--- config.mk ---
export PLATFORM = sky130hd
export DESIGN_NAME = pwm_duty_meas
export DESIGN_NICKNAME = d
export VERILOG_FILES = /design/src/rtl/pwm_duty_meas.sv
export SDC_FILE = /design/constraint.sdc
export NUM_CORES = 1
export LEC_CHECK = 0
export BUFFER_PORTS_ARGS = -buffer_cell sky130_fd_sc_hd__buf_2
export CAP_MARGIN = 20
export CORE_ASPECT_RATIO = 1.4
export CORE_MARGIN = 4
export CORE_UTILIZATION = 50
export CTS_BUF_LIST = sky130_fd_sc_hd__clkbuf_8
export DETAILED_ROUTE_END_ITERATION = 7
export GPL_ROUTABILITY_DRIVEN = 0
export GPL_TIMING_DRIVEN = 0
export PLACE_DENSITY = 0.68
export SYNTH_ARGS = -nofsm -noshare
export SYNTH_HDL_FRONTEND = slang
export SYNTH_SLANG_ARGS = --single-unit
--- constraint.sdc ---
create_clock -name clk -period 2.9 [get_ports clk]
set_input_delay 0.58 -clock clk [delete_from_list [all_inputs] [get_ports clk]]
set_output_delay 0.58 -clock clk [all_outputs]
set_load 0.05 [all_outputs]
--- src/rtl/pwm_duty_meas.sv ---
// Recovers the duty value of an asynchronous PWM waveform, one result per full period.
// Flags periods that are not 2**W clocks long, and detects a flat input by timeout.
module pwm_duty_meas #(
  parameter int unsigned W = 11
) (
  input  logic         clk,
  input  logic         rst_n,
  input  logic         PWM_in,
  output logic [W-1:0] duty,
  output logic         vld,
  output logic         period_err,
  output logic         stuck
);

  localparam int unsigned CW = W + 1;
  localparam int unsigned TW = W + 2;
  localparam logic [CW-1:0] PERIOD  = CW'(1) << W;
  localparam logic [TW-1:0] TIMEOUT = TW'(1) << (W + 1);

  typedef enum logic [1:0] {
    IDLE  = 2'd0,
    MEAS  = 2'd1,
    STUCK = 2'd2
  } state_e;

  state_e        state_q, state_d;
  logic          s1_q, s1_d, s2_q, s2_d, s3_q, s3_d;
  logic [CW-1:0] per_cnt_q, per_cnt_d;
  logic [CW-1:0] hi_cnt_q, hi_cnt_d;
  logic [TW-1:0] to_cnt_q, to_cnt_d;
  logic [W-1:0]  duty_q, duty_d;
  logic          vld_q, vld_d;
  logic          perr_q, perr_d;
  logic          stuck_q, stuck_d;
  logic          rise_c;
  logic          to_hit_c;

  always_ff @(posedge clk or negedge rst_n) begin
    if (!rst_n) begin
      state_q   <= IDLE;
      s1_q      <= 1'b0;
      s2_q      <= 1'b0;
      s3_q      <= 1'b0;
      per_cnt_q <= '0;
      hi_cnt_q  <= '0;
      to_cnt_q  <= '0;
      duty_q    <= '0;
      vld_q     <= 1'b0;
      perr_q    <= 1'b0;
      stuck_q   <= 1'b0;
    end else begin
      state_q   <= state_d;
      s1_q      <= s1_d;
      s2_q      <= s2_d;
      s3_q      <= s3_d;
      per_cnt_q <= per_cnt_d;
      hi_cnt_q  <= hi_cnt_d;
      to_cnt_q  <= to_cnt_d;
      duty_q    <= duty_d;
      vld_q     <= vld_d;
      perr_q    <= perr_d;
      stuck_q   <= stuck_d;
    end
  end

  always_comb begin
    state_d   = state_q;
    per_cnt_d = per_cnt_q;
    hi_cnt_d  = hi_cnt_q;
    to_cnt_d  = to_cnt_q;
    duty_d    = duty_q;
    stuck_d   = stuck_q;
    vld_d     = 1'b0;
    perr_d    = 1'b0;
    s1_d      = PWM_in;
    s2_d      = s1_q;
    s3_d      = s2_q;

    rise_c   = s2_q & ~s3_q;
    // A rise coinciding with the timeout wins: to_hit_c excludes it.
    to_hit_c = ~rise_c && (to_cnt_q == TIMEOUT - TW'(1));

    // Saturating counters; the rise sample itself counts as high.
    if (rise_c) begin
      per_cnt_d = CW'(1);
      hi_cnt_d  = CW'(1);
      to_cnt_d  = '0;
    end else begin
      if (per_cnt_q != '1) per_cnt_d = per_cnt_q + CW'(1);
      if (s2_q && (hi_cnt_q != '1)) hi_cnt_d = hi_cnt_q + CW'(1);
      if (to_cnt_q != TIMEOUT) to_cnt_d = to_cnt_q + TW'(1);
    end

    case (state_q)
      IDLE: begin
        if (rise_c) begin
          state_d = MEAS;
        end else if (to_hit_c) begin
          state_d = STUCK;
          stuck_d = 1'b1;
          vld_d   = 1'b1;
          duty_d  = s2_q ? '1 : '0;
        end
      end
      MEAS: begin
        if (rise_c) begin
          if (per_cnt_q == PERIOD) begin
            duty_d  = hi_cnt_q[W] ? '1 : hi_cnt_q[W-1:0];
            vld_d   = 1'b1;
            stuck_d = 1'b0;
          end else begin
            perr_d = 1'b1;
          end
        end else if (to_hit_c) begin
          state_d = STUCK;
          stuck_d = 1'b1;
          vld_d   = 1'b1;
          duty_d  = s2_q ? '1 : '0;
        end
      end
      STUCK: begin
        if (rise_c) state_d = MEAS;
      end
      default: state_d = IDLE;
    endcase
  end

  assign duty       = duty_q;
  assign vld        = vld_q;
  assign period_err = perr_q;
  assign stuck      = stuck_q;

endmodule

==> results of run 1 <==
cell usage in the layout (no fill, tap or decap), types with 2 or more instances in the layout:
cell	count
xor2_1	12
a21oi_1	12
clkbuf_8	5
nor3_1	6
nor2_1	46
nor4_1	5
clkbuf_1	8
o311ai_0	2
inv_1	10
o211ai_2	9
or2_2	3
or3_1	3
xnor2_1	10
a31oi_1	2
o21ai_0	9
o211ai_1	11
dfrtp_1	56
nand3b_1	3
a2bb2oi_1	3
nor4b_1	3
buf_2	17
nand2_1	30
o41ai_1	3
ha_1	5
nand2b_1	3
nand4_1	10
nand3_1	11
final timing paths:
kind,start,end,slack [ns],depth (start not counted)
worst max-delay path,to_cnt_q[0],duty[4],0.40,7
worst min-delay path,rst_n,duty[2],0.28,1
worst max register to register,to_cnt_q[0],duty[4],0.40,7
worst min register to register,s1_q,s2_q,0.38,0
max in group asynchronous,rst_n,stuck,2.04,2
min in group clk,PWM_in,s1_q,0.37,1
cell families after synthesis:
group	Yosys count	share of synthesized area [%]
compound gates	56	14.9
xor+xnor	22	6.83
fa+ha+maj	5	2.22
buf+inv	20	2.97
flops	56	49.7
simple gates	133	23.4
Yosys cell counts (6+ instances only):
cell type	n	area, um^2
clkbuf_1	8	30.0
nand3_1	11	55.1
a21oi_1	12	60.1
nand2_1	30	113
inv_1	10	37.5
nand4_1	10	62.6
nor2_1	46	173
xnor2_1	10	87.6
dfrtp_1	56	1400
nor3_1	6	30.0
xor2_1	12	105
o211ai_2	9	113
o211ai_1	11	82.6
o21ai_0	9	45.0
metal layers:
metal / global-route usage (%) / routed length, um
met5: 0 / 0
met4: 6.08 / 105
met3: 3.01 / 204
met1: 22.8 / 2450
met2: 30.3 / 2880
flip-flops by register name, indices dropped and copies added (netlist names):
signal	count
to_cnt_q	13
hi_cnt_q	12
per_cnt_q	12
duty	11
state_q	2
period_err	1
s1_q	1
s2_q	1
s3_q	1
stuck	1
vld	1
where the power goes:
| part | internal (mW) | switching (mW) |
|---|---|---|
| sequential | 0.872 | 0.0980 |
| combinational | 0.150 | 0.300 |
| clock | 0.256 | 0.248 |
| total | 1.28 | 0.647 |
layout make-up:
class / instances / share of cell area, %
clock buffer: 5 / 2.21
inverter: 10 / 1.20
timing repair buffer: 17 / 3.21
multi-input combinational: 216 / 42.9
sequential: 56 / 44.9
tap: 68 / 2.73
clock inverter: 3 / 1.36
buffer: 10 / 1.48
metrics by stage:
step	instances	cell area, um^2	total power [mW]	setup slack [ns]
2_1_floorplan	292	2820	1.32	1.03
3_3_place_gp	376	2990	1.42	0.505
3_5_place_dp	377	3010	1.44	0.402
4_1_cts	385	3120	1.96	0.374
5_1_grt	385	3120	2.05	0.162
6_report	385	3120	1.92	0.400
==> metrics.cfg, run 1 <==
[synth]
synthesis.area_um2 = 2820
synth_fp_nets = 300
ys_seq_area_share_pct = 49.7
synth-seq-cells = 56
ys_warn_count = 0
synthCells = 292
syn_area_per_cell_um2 = 9.66
synth_ff_type = dfrtp_1
synthArstFlopShare_pct = 100
synth_edf_count = 0
ys_types = 42

[timing]
slew_viol_final = 0
fin_crit_sh_pct = 86.2
holdWs_ns = 0.284
max-slew-margin-rel_pct = 42.9
max_freq_mhz = 400
skew_ns = 0.00551
hold_viol = 0
worstMarginPinSlew_ns = 0.849
period_minus_slack_ns = 2.50
rsz0062_at_grt = no
fin_setup_tns_ns = 0
setup_viol = 0

[cts]
cts_buffer_depth = 2
clk_pin_slew_ns = 0.10
post-cts-setup-buffer-count = 0
cts-buffers-inserted = 5
cts.hold.buffers_added = 0
cts.htree.levels = 2
root_buffer = clkbuf_8
cts_num_sinks = 56
cts_resized = 0
clkLatencyLatePin_ns = 0.30
cts_tree = built

[critical_path]
setup.worst_path.class = register to register
worstPathRequired_ns = 3.09
critPathLaunchType = register
critPathSlowestCell = nor4_1
crit_family = simple AND/OR/NAND/NOR gates
path_cells = ha_1 > nand3_2 > nor4_1 > nand2_1 > buf_2 > o211ai_1 > o211ai_2
arrival_ns = 2.69
path_max_fanout = 10
critPathMaxStageDelay_ns = 0.76
end_kind = register
cp_num_buf_inv = 1

[finish]
final_net_count = 324
fillers = 496
syn_to_final_growth_pct = 10.5
layout-drive-gt1-share_pct = 13.6
n_antenna_cell = 0
seq_area_um2 = 1400
fin_util_pct = 56.8
multiInputGateArea_um2 = 1340

[routing]
avgRoutedWirePerCell_um = 14.7
via_count = 2190
firstDrtPassIters = 4
drcViolationCount = 0
antenna_left = 0
wl_um = 5640
viasPerCell = 5.69
drtIter0Drc = 114

[job]
drv_cap = 0

[floorplan]
dieArea_um2 = 6930
die_width_um = 71.5
start_util_pct = 51.4
pin_count = 17
core_area_um2 = 5490
fp.dieH_um = 96.9
std_cell_rows = 32

[global_route]
grt_pass1_vias = 2203
gr-total-overflow = 0
grt_util_all_layers_pct = 17.9
antenna_found_initial = 0
grt_max_degree = 30
grt_pass1_wl_um = 10100

[power]
cellLeakagePower_nw = 1.30
p_per_area_nw_per_um2 = 617
peakVddDrop_mv = 0.304

[placed_design]
portBuffers = 16
hpwl_um = 4150

[hold_path]
hold_class = input pin to async pin

[run_status]
status = completed

Note: power is estimated with default switching activity, not from simulation.
==> run 2, diff against run 1 <==
Settings changed: CAP_MARGIN 20 to 5, PLACE_DENSITY 0.68 to 0.7.
Clock period 2.9 ns to 2 ns, I/O delays scaled along.
==> run 2 against run 1 <==
  * The flow now finishes with violations (setup timing)
  * Wire length up 6.2%
  * Worst hold slack worse by 0.16 ns
  * Power up 47%
  * Combinational power up 52%
  * Flip-flop and latch count unchanged
  * Count of clock-buffer cells in the layout unchanged
  * Setup slack worse by 0.47 ns
  * Die area unchanged
  * Critical path type unchanged
==> metrics.cfg, run 2 (same netlist as run 1, synthesis figures left out) <==
[run_status]
status = finished with violations  ; was completed
violations = setup timing

[placed_design]
portBuffers = 16  ; unchanged
place_ws_ns = -0.440  ; was 0.402 ns
postPlaceCellArea_um2 = 2990  ; was 3010 um^2
hpwl_um = 4150  ; about the same

[routing]
avgRoutedWirePerCell_um = 15.5  ; was 14.7 um
firstDrtPassIters = 4  ; unchanged
antenna_left = 0  ; unchanged
wl_um = 6000  ; was 5640 um
via_count = 2246  ; was 2190
drcViolationCount = 0  ; unchanged
drtIter0Drc = 201  ; was 114
viasPerCell = 5.80  ; was 5.69

[timing]
fin_crit_sh_pct = 104  ; was 86.2%
worstMarginPinSlew_ns = 0.712  ; was 0.849 ns
period_minus_slack_ns = 2.07  ; was 2.50 ns
setup_slack_ns = -0.0714  ; was 0.400 ns
setup_viol = 11  ; was 0
rsz0062_at_grt = yes  ; was no
slew_viol_final = 0  ; unchanged
hold_viol = 0  ; unchanged
max_freq_mhz = 483  ; was 400 MHz
skew_ns = 0.0145  ; was 0.00551 ns
max-slew-margin-rel_pct = 52.5  ; was 42.9%

[hold_path]
hold_class = input pin to async pin  ; unchanged

[critical_path]
worstSetupStartpoint = per_cnt_q[0]  ; was to_cnt_q[0]
end_kind = register  ; unchanged
r2r_slack_ns = -0.07  ; was 0.40 ns
setup.worst_path.class = register to register  ; unchanged
critPathLaunchType = register  ; unchanged
reg2regPathDepth = 8  ; was 7
worstPathRequired_ns = 2.23  ; was 3.09 ns
path_max_fanout = 10  ; unchanged
r2r-start = per_cnt_q[0]  ; was to_cnt_q[0]
critPathSlowestCell = or4b_4  ; was nor4_1
endpoint = duty[1]  ; was duty[4]
path_cells = inv_1 > ha_1 > or4b_4 > nor4_4 > nor2_2 > a21o_1 > buf_6 > o211ai_2  ; was ha_1 > nand3_2 > nor4_1 > nand2_1 > buf_2 > o211ai_1 > o211ai_2
critPathMaxStageDelay_ns = 0.49  ; was 0.76 ns
reg2reg_to = duty[1]  ; was duty[4]
arrival_ns = 2.30  ; was 2.69 ns

[finish]
final_cell_mix = 56 x dfrtp_1, 45 x nor2_1, 30 x nand2_1  ; was 56 x dfrtp_1, 46 x nor2_1, 30 x nand2_1
design_area_um2 = 3170  ; was 3120 um^2
final_net_count = 326  ; was 324
reg_top3 = to_cnt_q: 13 flops, hi_cnt_q: 12 flops, per_cnt_q: 12 flops  ; unchanged
syn_to_final_growth_pct = 12.5  ; was 10.5%
fillers = 477  ; was 496
mostFrequentLayoutCell = dfrtp_1  ; unchanged
top_register = to_cnt_q  ; unchanged
multiInputGateArea_um2 = 1390  ; was 1340 um^2
seq_area_um2 = 1400  ; unchanged
n_antenna_cell = 0  ; unchanged
layout-drive-gt1-share_pct = 16.9  ; was 13.6%
largest_register_ffs = 13  ; unchanged

[floorplan]
pin_count = 17  ; unchanged
std_cell_rows = 32  ; unchanged
core_area_um2 = 5490  ; unchanged
fp.dieH_um = 96.9  ; unchanged
start_util_pct = 51.4  ; unchanged
die_width_um = 71.5  ; unchanged
dieArea_um2 = 6930  ; unchanged

[power]
p_total_mw = 2.83  ; was 1.92 mW
cellLeakagePower_nw = 1.33  ; was 1.30 nW
p_per_area_nw_per_um2 = 891  ; was 617 nW/um^2
peakVddDrop_mv = 0.442  ; was 0.304 mV

[cts]
clk_pin_slew_ns = 0.10  ; about the same
cts_buffer_depth = 2  ; unchanged
cts-buffers-inserted = 5  ; unchanged
cts.hold.buffers_added = 0  ; unchanged
root_buffer = clkbuf_8  ; unchanged
cts_tree = built  ; unchanged
cts_num_sinks = 56  ; unchanged
cts.htree.levels = 2  ; unchanged
clkLatencyLatePin_ns = 0.31  ; was 0.30 ns

[job]
drv_cap = 0  ; unchanged

[global_route]
grt_pass1_wl_um = 10500  ; was 10100 um
grt_pass1_vias = 2293  ; was 2203
antenna_found_initial = 0  ; unchanged
grt_util_all_layers_pct = 18.3  ; was 17.9%
gr-total-overflow = 0  ; unchanged
grt_max_degree = 57  ; was 30

==> run 2: cell count changes in the layout (fill, tap and decap cells not counted), moves of 2 or more <==
cell | before | now
buf_4 | 0 | 4
nor4_1 | 5 | 3
clkbuf_2 | 0 | 2
clkbuf_1 | 8 | 5
nor4_4 | 0 | 2
==> run 2: worst max-delay path: cells and delay by family, from the launching register on <==
| family | cells | cell delay, ns |
|---|---|---|
| compound gates | 2 | 0.37 |
| fa+ha+maj | 1 | 0.13 |
| buf+inv | 2 | 0.25 |
| flops | 1 | 0.43 |
| simple gates | 3 | 0.83 |
==> run 2: worst min-delay path by stage <==
| stage | end | slack (ns) | cells past startpoint |
|---|---|---|---|
| finish | duty[1] | 0.13 | 1 |
| global placement | s2_q | 0.34 | 0 |
| floorplan | duty[0] | 0.10 | 0 |
| global route | duty[1] | 0.18 | 1 |
| detailed placement | s2_q | 0.34 | 0 |
| CTS | s1_q | 0.19 | 1 |
==> run 2: timing repair <==
action	CTS	global route
pin swaps	1	3
buffers inserted	2	1
setup endpoints to repair	17	27
gates resized for setup	5	12
gates cloned	0	0
==> run 2: metrics by stage <==
step	utilization [%]	TNS (ns)	std cells	hold WS, ns
6_report	57.8	-0.598	387	0.126
5_1_grt	57.8	-1.61	387	0.185
4_1_cts	57.1	-0.620	386	0.192
3_5_place_dp	54.4	-5.36	376	0.344
3_3_place_gp	54.4	-4.24	376	0.344
2_1_floorplan	-	0	292	0.104
==> run 2: layout make-up <==
type / count / area share (%)
Multi-Input combinational cell: 216 / 43.7
Inverter: 10 / 1.18
Sequential cell: 56 / 44.2
Timing Repair Buffer: 19 / 3.31
Buffer: 10 / 1.58
Clock inverter: 3 / 1.22
Clock buffer: 5 / 2.17
Tap cell: 68 / 2.68
==> run 2: where the power goes <==
part	internal [mW]	switching [mW]
Sequential	1.26	0.147
Clock	0.368	0.361
Combinational	0.232	0.454
==> run 2: layer usage <==
layer	wire (um)	up-vias	share of wire, %	track usage [%]
met3	171	10	2.9	3.53
met4	109	0	1.8	6.22
met2	3100	39	52	31.8
met5	0	-	0	0
li1	-	1084	-	-
met1	2610	1113	44	22.2
